===== config.mk =====
export PLATFORM = sky130hd
export DESIGN_NAME = sync_fifo_flags
export DESIGN_NICKNAME = d
export VERILOG_FILES = /design/src/rtl/sync_fifo_flags.sv
export SDC_FILE = /design/constraint.sdc
export NUM_CORES = 1
export LEC_CHECK = 0
export ABC_AREA = 0
export BUFFER_PORTS_ARGS = -buffer_cell sky130_fd_sc_hd__buf_2
export CAP_MARGIN = 20
export CORE_ASPECT_RATIO = 0.7
export CORE_MARGIN = 2
export CORE_UTILIZATION = 50
export DETAILED_ROUTE_END_ITERATION = 7
export GPL_ROUTABILITY_DRIVEN = 0
export PLACE_DENSITY = 0.69
export SLEW_MARGIN = 5
export SYNTH_ARGS = -nofsm -noshare
export SYNTH_HDL_FRONTEND = slang
export SYNTH_SLANG_ARGS = --single-unit

===== constraint.sdc =====
create_clock -name clk -period 3.25 [get_ports clk]
set_input_delay 0.325 -clock clk [delete_from_list [all_inputs] [get_ports clk]]
set_output_delay 0.325 -clock clk [all_outputs]
set_load 0.02 [all_outputs]

===== src/rtl/sync_fifo_flags.sv =====
`default_nettype none
// ============================================================================
// Module   : sync_fifo_flags
// Purpose  : Single-clock FIFO using MSB-extended read/write pointers. Provides
//            an occupancy count, programmable almost_full/almost_empty
//            thresholds and a selectable read mode (registered or
//            first-word-fall-through).
// Ports    :
//   clk          - clock; all state updates on the rising edge
//   rst_n        - synchronous, active-low reset (priority over all activity)
//   w_en         - write request
//   data_in      - write data [DATA_WIDTH]
//   r_en         - read request (FWFT=1: pop/acknowledge the head entry)
//   data_out     - read data [DATA_WIDTH]
//   full         - count == DEPTH
//   empty        - count == 0
//   almost_full  - count >= AF_LEVEL
//   almost_empty - count <= AE_LEVEL
//   count        - stored entries, 0..DEPTH [PTR_WIDTH+1]
//   overflow     - sticky, write attempted while full   (SYNC_FIFO_ERR_FLAGS_EN)
//   underflow    - sticky, read attempted while empty   (SYNC_FIFO_ERR_FLAGS_EN)
// Options  : define SYNC_FIFO_ERR_FLAGS_EN to add the overflow/underflow ports.
// Revision : 1.0 - initial release
// ============================================================================
module sync_fifo_flags #(
    parameter int DEPTH      = 8,
    parameter int DATA_WIDTH = 8,
    parameter int AF_LEVEL   = 6,
    parameter int AE_LEVEL   = 2,
    parameter int FWFT       = 0,
    parameter int PTR_WIDTH  = $clog2(DEPTH)
) (
    input  logic                  clk,
    input  logic                  rst_n,
    input  logic                  w_en,
    input  logic [DATA_WIDTH-1:0] data_in,
    input  logic                  r_en,
    output logic [DATA_WIDTH-1:0] data_out,
    output logic                  full,
    output logic                  empty,
    output logic                  almost_full,
    output logic                  almost_empty,
    output logic [PTR_WIDTH:0]    count
`ifdef SYNC_FIFO_ERR_FLAGS_EN
    ,
    output logic                  overflow,
    output logic                  underflow
`endif
);

    localparam logic [PTR_WIDTH:0] c_af_level = (PTR_WIDTH+1)'(AF_LEVEL);
    localparam logic [PTR_WIDTH:0] c_ae_level = (PTR_WIDTH+1)'(AE_LEVEL);

    logic [DATA_WIDTH-1:0] r_mem [DEPTH];
    logic [PTR_WIDTH:0]    r_w_ptr;
    logic [PTR_WIDTH:0]    r_r_ptr;

    logic [PTR_WIDTH:0]    w_count;
    logic                  w_full;
    logic                  w_empty;
    logic                  w_wr_accept;
    logic                  w_rd_accept;

    // All flags come from registered pointers only, so no path from the
    // request inputs reaches them.
    assign w_count = r_w_ptr - r_r_ptr;
    assign w_full  = (r_w_ptr[PTR_WIDTH] != r_r_ptr[PTR_WIDTH]) &&
                     (r_w_ptr[PTR_WIDTH-1:0] == r_r_ptr[PTR_WIDTH-1:0]);
    assign w_empty = (r_w_ptr == r_r_ptr);

    assign w_wr_accept = w_en && !w_full;
    assign w_rd_accept = r_en && !w_empty;

    assign count        = w_count;
    assign full         = w_full;
    assign empty        = w_empty;
    assign almost_full  = (w_count >= c_af_level);
    assign almost_empty = (w_count <= c_ae_level);

    // Pointer update; the MSB toggles on each wrap of the address bits.
    always_ff @(posedge clk) begin
        if (!rst_n) begin
            r_w_ptr <= '0;
            r_r_ptr <= '0;
        end else begin
            if (w_wr_accept) begin
                r_w_ptr <= r_w_ptr + 1'b1;
            end
            if (w_rd_accept) begin
                r_r_ptr <= r_r_ptr + 1'b1;
            end
        end
    end

    // Storage array is deliberately not reset. A write cycle coinciding with
    // reset is gated so the discarded entry never lands in memory.
    always_ff @(posedge clk) begin
        if (rst_n && w_wr_accept) begin
            r_mem[r_w_ptr[PTR_WIDTH-1:0]] <= data_in;
        end
    end

    generate
        if (FWFT != 0) begin : g_fwft
            // Head entry is presented directly; zero while nothing is stored.
            assign data_out = w_empty ? '0 : r_mem[r_r_ptr[PTR_WIDTH-1:0]];
        end else begin : g_reg_read
            logic [DATA_WIDTH-1:0] r_data_out;

            always_ff @(posedge clk) begin
                if (!rst_n) begin
                    r_data_out <= '0;
                end else if (w_rd_accept) begin
                    r_data_out <= r_mem[r_r_ptr[PTR_WIDTH-1:0]];
                end
            end

            assign data_out = r_data_out;
        end
    endgenerate

`ifdef SYNC_FIFO_ERR_FLAGS_EN
    logic r_overflow;
    logic r_underflow;

    always_ff @(posedge clk) begin
        if (!rst_n) begin
            r_overflow  <= 1'b0;
            r_underflow <= 1'b0;
        end else begin
            if (w_en && w_full) begin
                r_overflow <= 1'b1;
            end
            if (r_en && w_empty) begin
                r_underflow <= 1'b1;
            end
        end
    end

    assign overflow  = r_overflow;
    assign underflow = r_underflow;
`endif

endmodule
`default_nettype wire


==> metrics.yaml <==
layout:
  register_area_um2: 2240
  multiInputGateArea_um2: 953
  drive_gt1_share_pct: 22.9
  mostFrequentLayoutCells: "64 x edfxtp_1, 27 x buf_2, 18 x a21oi_1"
  layout_commonest_cell: "edfxtp_1"
  diodes: 0
  area_growth_pct: 10.9
  nFillCells: 494
  nets: 266
global_routing:
  overflow: 0
  grt_pass1_vias: 1758
  grt_pass1_wl_mm: 10.3
  grt_usage_pct: 20.4
  grt_max_degree: 29
  grt_antenna_before_repair: 0
clock_network:
  cts_buffers: 9
  clk_pin_slew_ns: 0.08
  clockRootBuffer: "clkbuf_8"
  cts_setup_buffers: 0
  cts_tree: "yes"
  clock_latency_ns: 0.35
  ctsResizeCount: 0
  postCtsHoldBufs: 0
  cts_max_level: 3
  clk_path_buf_depth: 2
  clkSinkCount: 80
worst_setup_path:
  cp-start-kind: "register"
  crit_type: "reg -> reg"
  r2r_cells: 6
  slowest_stage: "nor2_1"
  cpPeakStageDelay_ns: 0.61
  cp_cell_sequence: "inv_1 > ha_1 > nand3_1 > o21a_1 > nand3b_1 > nor2_1"
  required_ns: 3.23
  r2r_slack_ns: 0.68
  crit_fanout: 8
  critPathCaptureType: "register"
  arrival_ns: 2.56
synth:
  synth_warnings: 0
  synth-seq-cells: 80
  yosysTopAreaCell: "edfxtp_1"
  synth_nets: 232
  synth_top_area_share_pct: 58.3
  ys_top_cells_by_area: "edfxtp_1 58%, dfxtp_1 9.7%, mux2i_1 5.2%"
  yosysSeqAreaShare_pct: 68.0
  syn-cell-area_um2: 3300
  synth_cells: 214
  synth_area_per_cell_um2: 15.4
  synth.distinct_cells: 36
timing:
  fin_crit_sh_pct: 79.2
  setup_tns_ns: 0
  setup_violations: 0
  worst_pin_slew_ns: 0.728
  fin_crit_ns: 2.57
  setup_ws_ns: 0.676
  final_max_slew_viol_count: 0
  rsz0062_at_grt: "no"
  finalClockSkew_ns: 0.00959
  whs_ns: 0.264
  hold_viol: 0
  relSlewSlack_pct: 51.3
  fmax_ghz: 0.388
min_path:
  hold_path.class: "in -> reg"
  hold_depth: 1
floorplan:
  start_util_pct: 52.3
  dieArea_um2: 7270
  die_h_um: 71.9
  row_count: 24
  die_w_um: 101
  io_pins: 28
  coreArea_um2: 6310
place:
  portBuffers: 27
  post-place-ws_ns: 0.709
  hpwl_mm: 4.58
outcome:
  status: "completed"
power:
  seqPwrFrac_pct: 52.3
  swShare_pct: 29.4
  switching_power_uw: 659
  vdd_drop_max_uv: 262
  p_comb_share_pct: 20.0
  power_leakage_nw: 1.26
  power.internal_mw: 1.58
  p_clk_share_pct: 27.7
  power.density_nw_per_um2: 612
drt:
  drt-initial-drc-count: 152
  wl_per_cell_um: 20.4
  drc: 0
  vias: 1881
  routed_wl_mm: 6.76
  antenna_left: 0
  drtPass1Iterations: 4
  via_per_inst: 5.68
job:
  max_cap_viol_count: 0
==> final timing paths <==
kind / endpoint / from
max: r_mem[1][3]$_DFFE_PP_ / r_w_ptr[0]$_SDFFE_PN0P_
min: r_mem[7][4]$_DFFE_PP_ / data_in[4]
max reg2reg: r_mem[1][3]$_DFFE_PP_ / r_w_ptr[0]$_SDFFE_PN0P_
min reg2reg: data_out[0]$_SDFFE_PN0P_ / data_out[0]$_SDFFE_PN0P_
==> cells by family (layout without fill, tap and decap cells) <==
kind of cell / after synthesis / count (layout) / share of synthesized area [%]
mux: 25 / 25 / 10.9
buf+inv: 16 / 55 / 3.04
xor+xnor: 8 / 8 / 2.35
compound gates: 46 / 46 / 8.24
simple gates: 33 / 33 / 4.97
flops: 80 / 80 / 68.0
fa+ha+maj: 6 / 6 / 2.51
==> state kept, by name, indices dropped and copies added, names as in the netlist <==
register / count
r_r_ptr: 4
r_w_ptr: 4
data_out: 8
r_mem: 64
==> through the flow <==
step           cell area, um^2  util (%)  std cells  total power, mW
2_1_floorplan             3300         -        214             1.51
3_3_place_gp              3490      55.4        315             1.63
3_5_place_dp              3490      55.4        315             1.64
4_1_cts                   3660      58.0        331             2.24
5_1_grt                   3660      58.0        331             2.34
6_report                  3660      58.0        331             2.24
==> synth_stat cells <==
master,number
a21boi_0,1
a21oi_1,18
and2_1,5
and3_1,1
and3_2,1
buf_1,3
buf_4,1
buf_6,2
buf_8,1
clkbuf_1,1
clkbuf_8,1
dfxtp_1,16
edfxtp_1,64
fa_1,1
ha_1,5
inv_1,7
mux2i_1,17
mux4_1,2
mux4_2,6
nand2_1,6
nand2b_1,1
nand3_1,3
nand3b_1,1
nor2_1,9
nor2b_1,2
nor3_1,3
o211ai_1,3
o21a_1,4
o21a_2,1
o21ai_0,8
o21ai_1,1
o21ai_2,2
o22ai_1,8
or2_2,1
xnor2_1,7
xor2_2,1
==> power groups by stage <==
stage	registers, mW	logic, mW	clock network [mW]
finish	1.17	0.448	0.619
global route	1.17	0.487	0.675
CTS	1.17	0.449	0.626
detailed placement	1.19	0.446	0
global placement	1.19	0.441	0
floorplan	1.22	0.294	0
==> worst max-delay path, delay by kind of cell, from the launching register on <==
family / cells / cell delay [ns]
buffers and inverters: 1 / 0.13
DFF: 1 / 0.44
and+or+nand+nor: 3 / 1.04
adders and majority gates: 1 / 0.33
AOI/OAI and AO/OA: 1 / 0.27
==> final cells by class <==
type | count | area share, %
multi-input combinational | 118 | 26.1
inverter | 7 | 0.719
sequential | 80 | 61.3
clock buffer | 10 | 3.49
timing repair buffer | 32 | 4.72
clock inverter | 6 | 0.992
tap | 78 | 2.67
==> layer usage <==
layer  GRT usage, %  wire [um]
met1           34.5       3430
met2           24.4       2630
met3           7.80        659
met4           4.35         40
met5              0          0
Note: power is estimated with default switching activity, not from simulation.
